==> config.mk <==
export PLATFORM = sky130hd
export DESIGN_NAME = uart8_rx_buffer
export DESIGN_NICKNAME = d
export VERILOG_FILES = /design/src/rtl/uart8_rx_buffer_pkg.sv /design/src/rtl/uart_sync_fifo.sv /design/src/rtl/uart8_rx_buffer.sv
export SDC_FILE = /design/constraint.sdc
export NUM_CORES = 1
export LEC_CHECK = 0
export ABC_AREA = 1
export CAP_MARGIN = 20
export CORE_MARGIN = 8
export CORE_UTILIZATION = 25
export CTS_CLUSTER_SIZE = 28
export DETAILED_ROUTE_END_ITERATION = 16
export DONT_BUFFER_PORTS = 1
export GPL_TIMING_DRIVEN = 1
export MAX_ROUTING_LAYER = met4
export PLACE_DENSITY = 0.35
export RECOVER_POWER = 50
export SLEW_MARGIN = 15
export SYNTH_ARGS = -nofsm -noshare
export SYNTH_HDL_FRONTEND = slang
export SYNTH_SLANG_ARGS = --single-unit
==> constraint.sdc <==
create_clock -name clk -period 2.1 [get_ports clk]
set_input_delay 0.42 -clock clk [delete_from_list [all_inputs] [get_ports clk]]
set_output_delay 0.42 -clock clk [all_outputs]
set_load 0.005 [all_outputs]
==> src/rtl/uart8_rx_buffer_pkg.sv <==
// Shared constants for the UART receive buffer: data width and default sizing.
package uart8_rx_buffer_pkg;
    localparam int UART_DATA_W       = 8;
    localparam int DEFAULT_DEPTH     = 16;
    localparam int DEFAULT_ERR_CNT_W = 8;
endpackage

==> src/rtl/uart_sync_fifo.sv <==
// Show-ahead synchronous FIFO: the head entry is visible on rdata whenever not empty.
// A push into a full FIFO is accepted only if a pop frees a slot in the same cycle.
module uart_sync_fifo
    import uart8_rx_buffer_pkg::*;
#(
    parameter int DEPTH  = DEFAULT_DEPTH,
    parameter int ADDR_W = $clog2(DEPTH),
    parameter int DATA_W = UART_DATA_W
) (
    input  logic              clk,
    input  logic              rst_n,
    input  logic              clr,
    input  logic              push,
    input  logic              pop,
    input  logic [DATA_W-1:0] wdata,
    output logic [DATA_W-1:0] rdata,
    output logic [ADDR_W:0]   level,
    output logic              full,
    output logic              empty,
    output logic              drop
);
    localparam logic [ADDR_W:0] FULL_LEVEL = (ADDR_W + 1)'(DEPTH);

    logic [DATA_W-1:0] mem [DEPTH];
    logic [ADDR_W-1:0] wr_ptr_q, wr_ptr_d;
    logic [ADDR_W-1:0] rd_ptr_q, rd_ptr_d;
    logic [ADDR_W:0]   level_q, level_d;
    logic              popOk;
    logic              accept;

    assign empty  = (level_q == '0);
    assign full   = (level_q == FULL_LEVEL);
    assign popOk  = pop && !empty;
    assign accept = push && (!full || popOk);
    assign drop   = push && full && !popOk;
    assign level  = level_q;
    assign rdata  = empty ? '0 : mem[rd_ptr_q];

    always_comb begin
        wr_ptr_d = wr_ptr_q;
        rd_ptr_d = rd_ptr_q;
        level_d  = level_q;
        if (clr) begin
            wr_ptr_d = '0;
            rd_ptr_d = '0;
            level_d  = '0;
        end else begin
            if (accept) wr_ptr_d = wr_ptr_q + 1'b1;
            if (popOk)  rd_ptr_d = rd_ptr_q + 1'b1;
            case ({accept, popOk})
                2'b10:   level_d = level_q + 1'b1;
                2'b01:   level_d = level_q - 1'b1;
                default: level_d = level_q;
            endcase
        end
    end

    always_ff @(posedge clk or negedge rst_n) begin
        if (!rst_n) begin
            wr_ptr_q <= '0;
            rd_ptr_q <= '0;
            level_q  <= '0;
        end else begin
            wr_ptr_q <= wr_ptr_d;
            rd_ptr_q <= rd_ptr_d;
            level_q  <= level_d;
        end
    end

    // Storage carries no reset; occupancy alone decides what is valid.
    always_ff @(posedge clk) begin
        if (accept && !clr) mem[wr_ptr_q] <= wdata;
    end
endmodule

==> src/rtl/uart8_rx_buffer.sv <==
// Captures bytes from the UART receiver on rising done edges into a show-ahead FIFO,
// and keeps a sticky overflow flag plus a saturating framing-error count.
module uart8_rx_buffer
    import uart8_rx_buffer_pkg::*;
#(
    parameter int DEPTH     = DEFAULT_DEPTH,
    parameter int ADDR_W    = $clog2(DEPTH),
    parameter int ERR_CNT_W = DEFAULT_ERR_CNT_W
) (
    input  logic                   clk,
    input  logic                   rst_n,
    input  logic                   clr,
    input  logic                   rx_done,
    input  logic                   rx_err,
    input  logic [UART_DATA_W-1:0] rx_data,
    output logic                   m_valid,
    output logic [UART_DATA_W-1:0] m_data,
    input  logic                   m_ready,
    output logic [ADDR_W:0]        level,
    output logic                   full,
    output logic                   overflow,
    output logic [ERR_CNT_W-1:0]   err_count
);
    logic                 done_q;
    logic                 err_q;
    logic                 overflow_q, overflow_d;
    logic [ERR_CNT_W-1:0] err_count_q, err_count_d;
    logic                 push;
    logic                 errEvt;
    logic                 pop;
    logic                 drop;
    logic                 empty;

    assign push      = rx_done && !done_q;
    assign errEvt    = rx_err && !err_q;
    assign m_valid   = !empty;
    assign pop       = m_valid && m_ready;
    assign overflow  = overflow_q;
    assign err_count = err_count_q;

    uart_sync_fifo #(
        .DEPTH (DEPTH),
        .ADDR_W(ADDR_W),
        .DATA_W(UART_DATA_W)
    ) u_fifo (
        .clk  (clk),
        .rst_n(rst_n),
        .clr  (clr),
        .push (push),
        .pop  (pop),
        .wdata(rx_data),
        .rdata(m_data),
        .level(level),
        .full (full),
        .empty(empty),
        .drop (drop)
    );

    always_comb begin
        overflow_d  = overflow_q;
        err_count_d = err_count_q;
        if (clr) begin
            overflow_d  = 1'b0;
            err_count_d = '0;
        end else begin
            if (drop) overflow_d = 1'b1;
            if (errEvt && (err_count_q != '1)) err_count_d = err_count_q + 1'b1;
        end
    end

    // Edge detectors keep tracking their inputs through clr so a held level is not re-captured.
    always_ff @(posedge clk or negedge rst_n) begin
        if (!rst_n) begin
            done_q      <= 1'b0;
            err_q       <= 1'b0;
            overflow_q  <= 1'b0;
            err_count_q <= '0;
        end else begin
            done_q      <= rx_done;
            err_q       <= rx_err;
            overflow_q  <= overflow_d;
            err_count_q <= err_count_d;
        end
    end
endmodule

# --- Yosys cells after proc, flatten, opt, wreduce, memory -nomap -nowiden ---
# Memory sizes are Yosys's and may differ from the RTL's.
# Cells that the tools add are included.
classes:
  n_addsub: 5
  n_eq_ne: 4
  muxes: 13
  reduce_logical: 22
ops:
  columns: ["operator", "n"]
  rows:
  - ["two-way mux 8 bit", 3]
  - ["two-way mux 4 bit", 4]
  - ["case mux 5 bit (2 select lines)", 1]
  - ["logical AND 1 bit", 9]
  - ["adder 4 x 1 -> 4 bit, second input constant", 2]
  - ["adder 8 x 1 -> 8 bit, second input constant", 1]
  - ["!= test 8 bit, second input constant", 1]
  - ["nonzero test 2 bit", 4]
  - ["zero test 1 bit", 6]
  - ["adder 5 x 1 -> 5 bit, second input constant", 1]
  - ["== test 5 bit, second input constant", 1]
  - ["zero test 5 bit", 1]
  - ["two-way mux 5 bit", 1]
  - ["subtractor 5 x 1 -> 5 bit, second input constant", 1]
  - ["two-way mux 1 bit", 4]
  - ["nonzero test 3 bit", 1]
  - ["== test 2 x 1 -> 1 bit, second input constant", 1]
  - ["== test 2 bit, second input constant", 1]
  - ["logical OR 1 bit", 1]
word_totals:
  register_bits: 24
  ramBits: 128
  in_bits: 14
  out_inout_bits: 24
  wordCells: 52
  n_memories: 1
mem_list:
  columns: ["memory", "depth", "width", "read_ports", "rd_ports_with_merged_regs", "write_ports", "line", "source"]
  rows:
  - ["u_fifo.mem", 16, 8, 1, 0, 1, "uart_sync_fifo.sv:24", "logic [DATA_W-1:0] mem [DEPTH];"]

# --- Logic depth before layout (Yosys ltp) ---
# Gate-level depths: netlist (run 1).
logic_depth:
  ltp_word: 9
  mapped_depth: 14

# --- Modules after synthesis ---
# Synthesis (run 1) repeated with hierarchy kept, for this count alone.
hier_totals:
  hier_cells: 570
  area_unflattened_um2: 6540.0
modules_own_cells:
  columns: ["mod", "instances", "cells_each", "area_each_um2", "seq_area_each_um2"]
  rows:
  - ["uart_sync_fifo", 1, 490, 5940.7, 4169.0]
  - ["uart8_rx_buffer", 1, 80, 599.3, 275.3]

# --- Worst setup path before layout (run 1) ---
# Ideal clock, no wire load.
synth_path:
  path_type: "register -> register"
  startpoint: "reg u_fifo.level_q[1] (netlist: u_fifo.level[1])"
  endpoint: "reg u_fifo.level_q[4] (netlist: u_fifo.level[4])"
  t_arrival_ns: 1.726
  path_slack_ns: 0.257
  stages_incl_launch_ff: 14
  path_buffers: 0
  path_cell_list: "dfrtp_1 -> nor2_4 -> nand3_4 -> nand3_2 -> inv_2 -> ha_1 -> a21oi_1 -> nand2_1 -> nand2_1 -> nand2_1 -> nand2_1 -> nand2_1 -> nand2_1 -> nand2_1"
synth_via:
  elab_chain_cells: 9
synth_rtl:
  columns: ["item", "line", "source"]
  rows:
  - ["start: declaration", "uart_sync_fifo.sv:27", "logic [ADDR_W:0] level_q, level_d;"]
  - ["start signal: assignment", "uart_sync_fifo.sv:66", "level_q <= level_d;"]
  - ["zero test 5 bit (*)", "uart_sync_fifo.sv:31", "assign empty = (level_q == '0);"]
  - ["zero test 1 bit (*)", "uart8_rx_buffer.sv:36", "assign m_valid = !empty;"]
  - ["net m_valid", "uart8_rx_buffer.sv:16", "output logic m_valid,"]
  - ["logical AND 1 bit", "uart8_rx_buffer.sv:37", "assign pop = m_valid && m_ready;"]
  - ["logical AND 1 bit (*)", "uart_sync_fifo.sv:33", "assign popOk = pop && !empty;"]
  - ["logical OR 1 bit", "uart_sync_fifo.sv:34", "assign accept = push && (!full || popOk);"]
  - ["logical AND 1 bit", "uart_sync_fifo.sv:34", null]
  - ["== test 2 x 1 -> 1 bit / == test 2 bit (equally long branches)", "uart_sync_fifo.sv:50", "case ({accept, popOk})"]
  - ["case mux 5 bit (2 select lines)", "uart_sync_fifo.sv:50", null]
  - ["two-way mux 5 bit", "uart_sync_fifo.sv:43", "if (clr) begin"]
# The timed path passes the listed nets; every way through them passes the cells marked *.
# A chain may end at the register's enable or synchronous reset.

# --- Worst setup path in the final report (run 1) ---
layout_path:
  startpoint: "reg u_fifo.rd_ptr_q[0]"
  endpoint: "out m_data[1]"
layout_via:
  elab_chain_cells: 2
layout_rtl:
  columns: ["item", "line", "source"]
  rows:
  - ["start: declaration", "uart_sync_fifo.sv:26", "logic [ADDR_W-1:0] rd_ptr_q, rd_ptr_d;"]
  - ["start signal: assignment", "uart_sync_fifo.sv:65", "rd_ptr_q <= rd_ptr_d;"]
  - ["memory (16 x 8 bit)", null, null]
  - ["two-way mux 8 bit", "uart_sync_fifo.sv:37", "assign rdata = empty ? '0 : mem[rd_ptr_q];"]
  - ["end: declaration", "uart8_rx_buffer.sv:17", "output logic [UART_DATA_W-1:0] m_data,"]
# No other way between the ends.

==> results.yml, run 1 <==
timing:
  drv_slew: 0
  slew_headroom: 0.0837
  hold_viol: 0
  setup_viol_count_final: 8
  tns_ps: -1300
  finClkSkew_ps: 12.9
  post-route-period-util: 1.09
  setup_slack_ps: -182
  tightestPinTransition_ps: 1370
  min_period_ps: 2280
  fmax_ghz: 0.438
  rsz0062_at_grt: "true"
yosys:
  ys_types: 34
  syn-cell-area_sq_um: 6690
  ys_seq_area_frac: 0.664
  synth_top_cells_by_area: "edfxtp_1, nand2_1, nand3_1"
  avgSynthCellArea_sq_um: 10.8
  synth_cells: 621
  synth-seq-cells: 152
  synth_top_area_cell: "edfxtp_1"
  synth_top_area_frac: 0.575
  synth_nets: 645
  synth_warnings: 0
worst_setup_path:
  worstReg2RegEnd: "u_fifo.mem[11][7]$_DFFE_PP_"
  end_kind: "primary output"
  reg2reg_depth: 6
  worst_setup_path_start_kind: "flip-flop"
  path_max_fanout: 6
  r2r-start: "u_fifo.level[1]$_DFFE_PN0P_"
  arrival_ps: 1860
  max_stage_delay_ps: 500
  critical_path_class: "reg -> out"
  cp_data_required_time_ps: 1680
  rrSetupSlack_ps: 150
  cp_slowest_cell: "dfrtp_2"
  path_cells: "inv_8 -> buf_12 -> nand2_1 -> nand3_1 -> nand3_2 -> nand2_2 -> nand2_4 -> a21oi_4 -> buf_6"
clock_tree:
  cts_buffer_depth: 2
  htreeDepth: 4
  cts-root-buf: "clkbuf_16"
  cts_buffers: 17
  clkTransAtPathRegs_ps: 70
  numClockSinks: 152
  cts_tree: "yes"
  insertion_delay_ps: 420
routing:
  drc_errors: 0
  vias_per_cell: 4.44
  first_pass_iters: 4
  drtIter0Drc: 294
  drt_wl_total_um: 18800
  num_vias: 4521
  detail-route-antenna-nets: 0
  wl_per_cell_um: 18.5
place:
  hpwl_um: 12100
  dpl_worst_slack_ps: -37.0
  port_buffers: 0
  gp_congestion: 0.759
  placed_area_sq_um: 7300
floorplan:
  dieArea_sq_um: 32200
  core_region_area_sq_um: 26600
  rows: 60
  initial_core_util: 0.252
  num_io_pins: 38
  die_w_um: 180
  die_y_um: 180
layout:
  area_growth_pct: 24.2
  final_util: 0.313
  stdcell_area_sq_um: 8310
  nets: 690
  drive_above_1_share: 0.218
  diodes: 0
worst_hold_path:
  min_from: "clr"
  min_path_type: "in -> reg"
  whs_path_depth: 1
  worstHoldEndpoint: "overflow$_DFFE_PN0P_"
power:
  leakage_nw: 3.16
  ir_worst_vdd_uv: 460
  powerDensity_nw_per_um2: 1140
grt:
  track_usage: 0.120
  first_global_vias: 4609
  antenna_found_initial: 0
  grt-ovfl-total: 0
  grt_max_degree: 43
  grt_pass1_wl_um: 28300
outcome:
  violations: "setup timing"
  outcome: "finished with violations"
flow_run:
  cap_violations: 0
-- kinds of logic (layout without fill, tap and decap cells) --
| kind of cell | after synthesis | after routing | synth area share |
|---|---|---|---|
| AND/OR/NAND/NOR | 372 | 372 | 0.246 |
| AO/OA/AOI/OAI | 26 | 26 | 0.0232 |
| adder cells (fa/ha/maj) | 10 | 10 | 0.0198 |
| XOR/XNOR | 5 | 5 | 0.00655 |
| buffers and inverters | 56 | 113 | 0.0402 |
| flip-flops | 152 | 152 | 0.664 |
-- power by group --
part	switching [mW]	total (mW)	internal, mW
registers	0.0852	3.43	3.34
logic	1.77	3.06	1.29
clock network	1.30	2.96	1.66
-- layout by cell type, fill, tap and decap left out, drive strengths merged, types with 3 or more instances in the layout --
cell,count
dfrtp,24
clkbuf,21
edfxtp,128
o21ai,9
a21oi,14
clkinvlp,4
xor2,3
buf,47
nand2,208
ha,9
dlygate4sd3,3
inv,35
nand3,128
nor2,29
-- worst max path at each step --
stage / from / end / depth (start not counted) / slack, ps
final: u_fifo.rd_ptr_q[0]$_DFFE_PN0P_ / m_data[1] / 9 / -180
after global routing: u_fifo.rd_ptr_q[0]$_DFFE_PN0P_ / m_data[6] / 8 / -290
after CTS: u_fifo.rd_ptr_q[0]$_DFFE_PN0P_ / m_data[1] / 10 / -220
after detailed placement: rx_done / u_fifo.mem[8][3]$_DFFE_PP_ / 6 / -40
after global placement: rx_done / u_fifo.mem[9][0]$_DFFE_PP_ / 6 / -50
after floorplan: u_fifo.level[1]$_DFFE_PN0P_ / u_fifo.level[4]$_DFFE_PN0P_ / 13 / 260
-- synthesized netlist by cell type --
cell type  number
nand3b_1        2
o21a_1          1
o21ai_2         1
buf_1           2
nor2_1         24
inv_2          10
nor2_2          2
o21ai_0         4
nand3_1       124
xor2_1          3
fa_1            1
dfrtp_1        24
buf_2          11
a21oi_1        13
nor3_1          2
nand2_1       207
xnor2_1         2
buf_6           1
nand2_4         1
nand4_1         2
ha_1            9
or2_2           1
inv_1          18
a21boi_2        1
o21ai_1         4
edfxtp_1      128
a21oi_4         1
clkinv_1        1
buf_4          10
a31oi_1         1
nor2_4          3
clkbuf_1        3
nand3_4         2
nand3_2         2
-- critical path: cells and delay by family, from the launching register on --
kind                   cells  cell delay (ps)
DFF                        1              500
and+or+nand+nor            5              390
buffers and inverters      3              380
AOI/OAI and AO/OA          1              160
-- per-stage QoR --
| stage | cells | hold slack (ps) | total power [mW] |
|---|---|---|---|
| after floorplan | 621 | 124 | 5.00 |
| after global placement | 973 | 125 | 5.88 |
| after detailed placement | 974 | 125 | 5.89 |
| after CTS | 1014 | 4.11 | 9.43 |
| after global routing | 1019 | 29.0 | 9.99 |
| final | 1019 | 57.7 | 9.45 |
-- routing by layer --
layer  wire, um  global-route usage
met5          0                   -
met4        159              0.0290
met3       1130              0.0302
met2       9290               0.197
met1       8250               0.146
-- final cells by class --
| cell class | instances | area (sq um) |
|---|---|---|
| clock buffers | 18 | 429 |
| fillers | 2744 | 18300 |
| well taps | 341 | 427 |
| multi-input cells | 413 | 2160 |
| clock inverters | 13 | 134 |
| repair buffers | 53 | 594 |
| flip-flops and latches | 152 | 4450 |
| inverters | 29 | 123 |
-- what timing repair did --
item	4_1_cts	5_1_grt
resized for setup	42	21
setup buffers	3	2
cloned	4	3
endpoints found under the setup margin	11	50
pin swaps	12	10
endpoints found under the hold margin	24	2
hold buffers	2	2
-- state kept, by name, summed over array words and instances (netlist names) --
signal	count
u_fifo.mem	128
err_count	8
u_fifo.level	5
u_fifo.rd_ptr_q	4
u_fifo.wr_ptr_q	4
done_q	1
err_q	1
overflow	1
No activity file was read; power rests on OpenSTA's default activity.
==> run 2, diff against run 1 <==
--- a/config.mk
+++ b/config.mk
@@ -6,7 +6,6 @@
 export NUM_CORES = 1
 export LEC_CHECK = 0
 export ABC_AREA = 1
-export CAP_MARGIN = 20
 export CORE_MARGIN = 8
 export CORE_UTILIZATION = 25
 export CTS_CLUSTER_SIZE = 28
==> run 2 against run 1 <==
Effect of this change:
- the flow still finishes with violations (setup timing)
- core utilization is 0.40 points higher
- worst setup slack about the same
- power is 0.70% higher
- design area increased by 1.3%
- sequential cell count did not move
- clock skew shrank 0.53 ps
- clock-buffer cell count unchanged
- clock power fell by 2%
- fmax is essentially flat
- sequential share of layout area fell by 0.68 points
- via count grew 0.46%
- critical endpoint unchanged
- largest cell class unchanged
==> results.yml, run 2 (synthesis gave the netlist of run 1 again) <==
clock_tree:
  cts-root-buf: "clkbuf_16"
  insertion_delay_ps: 430
  cts_tree: "yes"
  htreeDepth: 4
  numClockSinks: 152
  cts_buffer_depth: 2
  cts_buffers: 17
  clkTransAtPathRegs_ps: 60
layout:
  drive_above_1_share: 0.249
  final_util: 0.317
  diodes: 0
  final_cell_mix: "nand2_1, edfxtp_1, nand3_1"
  nets: 690
  largest_reg_flops: 128
  layout_commonest_cell: "nand2_1"
  area_growth_pct: 25.9
  fillers: 2712
  top_register: "u_fifo.mem"
routing:
  detail-route-antenna-nets: 0
  wl_per_cell_um: 18.6
  drtIter0Drc: 299
  first_pass_iters: 5
  drt_wl_total_um: 19000
  vias_per_cell: 4.45
  drc_errors: 0
  num_vias: 4542
worst_setup_path:
  setup.worst_path.start: "u_fifo.rd_ptr_q[0]$_DFFE_PN0P_"
  cp_data_required_time_ps: 1680
  end_kind: "primary output"
  path_max_fanout: 6
  critical_path_class: "reg -> out"
  arrival_ps: 1860
  r2r-start: "u_fifo.level[1]$_DFFE_PN0P_"
  worst_setup_path_start_kind: "flip-flop"
timing:
  tns_ps: -1400
  tightestPinTransition_ps: 1370
  fmax_ghz: 0.438
  rsz0062_at_grt: "true"
  hold_viol: 0
  drv_slew: 0
  post-route-period-util: 1.09
  slew_headroom: 0.0859
  min_period_ps: 2280
  setup_viol_count_final: 8
  finClkSkew_ps: 12.4
  setup_slack_ps: -182
floorplan:
  rows: 60
  dieArea_sq_um: 32200
  initial_core_util: 0.252
  die_w_um: 180
  die_y_um: 180
  num_io_pins: 38
  core_region_area_sq_um: 26600
power:
  ir_worst_vdd_uv: 525
  leakage_nw: 3.19
  powerDensity_nw_per_um2: 1130
grt:
  antenna_found_initial: 0
  grt_max_degree: 43
  first_global_vias: 4669
  grt-ovfl-total: 0
  track_usage: 0.121
  grt_pass1_wl_um: 28600
worst_hold_path:
  min_from: "clr"
  min_path_type: "in -> reg"
place:
  hpwl_um: 12000
  dpl_worst_slack_ps: -73.3
  port_buffers: 0
  gp_congestion: 0.759
flow_run:
  cap_violations: 0
outcome:
  outcome: "finished with violations"
  violations: "setup timing"
==> run 2: cell types whose count changed in the layout (fill, tap and decap cells not counted), sizes merged <==
cell	before	now
clkinvlp	4	3
clkinv	2	4
inv	35	36
bufinv	1	0
==> run 2: final cells by class <==
cell class,instances,area (sq um),share of cell area
repair buffers,53,616,0.0731
clock buffers,18,429,0.0510
multi-input cells,413,2250,0.267
well taps,341,427,0.0507
flip-flops and latches,152,4450,0.528
inverters,29,119,0.0141
clock inverters,14,131,0.0156
==> run 2: path summary, 6_finish.rpt <==
check | cells past startpoint | slack (ps) | endpoint
max reg2reg | 6 | 130 | u_fifo.mem[0][7]$_DFFE_PP_
min reg2reg | 2 | 560 | overflow$_DFFE_PN0P_
max | 9 | -180 | m_data[1]
min in group asynchronous | 2 | 840 | u_fifo.level[2]$_DFFE_PN0P_
max in group asynchronous | 2 | 350 | u_fifo.rd_ptr_q[0]$_DFFE_PN0P_
min | 1 | 60 | overflow$_DFFE_PN0P_
==> run 2: report_power, final <==
part           internal (mW)  switching, mW
Combinational           1.34           1.84
Sequential              3.34         0.0867
Clock                   1.56           1.35
==> run 2: metal layers <==
metal	up-vias	GRT usage	part of all wire
met5	-	-	0
met4	0	0.0337	0.0078
met3	9	0.0280	0.039
met2	78	0.201	0.50
met1	2233	0.146	0.45
li1	2222	-	-
==> run 2: metrics by stage <==
step	instance area [sq um]	hold slack [ps]	cells	power [mW]
CTS	8240	5.22	1016	9.49
global placement	7290	125	973	5.88
detailed placement	7290	125	973	5.89
floorplan	6690	124	621	5.00
finish	8420	60.0	1020	9.52
global route	8420	30.1	1020	10.1
==> run 2: what timing repair did <==
item / CTS / global route
hold buffers: 2 / 2
endpoints found under the setup margin: 16 / 42
gates resized for setup: 46 / 37
hold endpoints to repair: 24 / 2
cloned: 5 / 3
buffers inserted: 4 / 1
pin swaps: 16 / 16
==> run 2: worst max-delay path: stages, from the launching register on <==
cell,delay (ps)
dfrtp_2,500
inv_8,140
buf_12,130
nand2_1,50
nand3_1,90
nand3_2,100
nand2_2,90
nand2_4,60
a21oi_4,170
buf_6,110
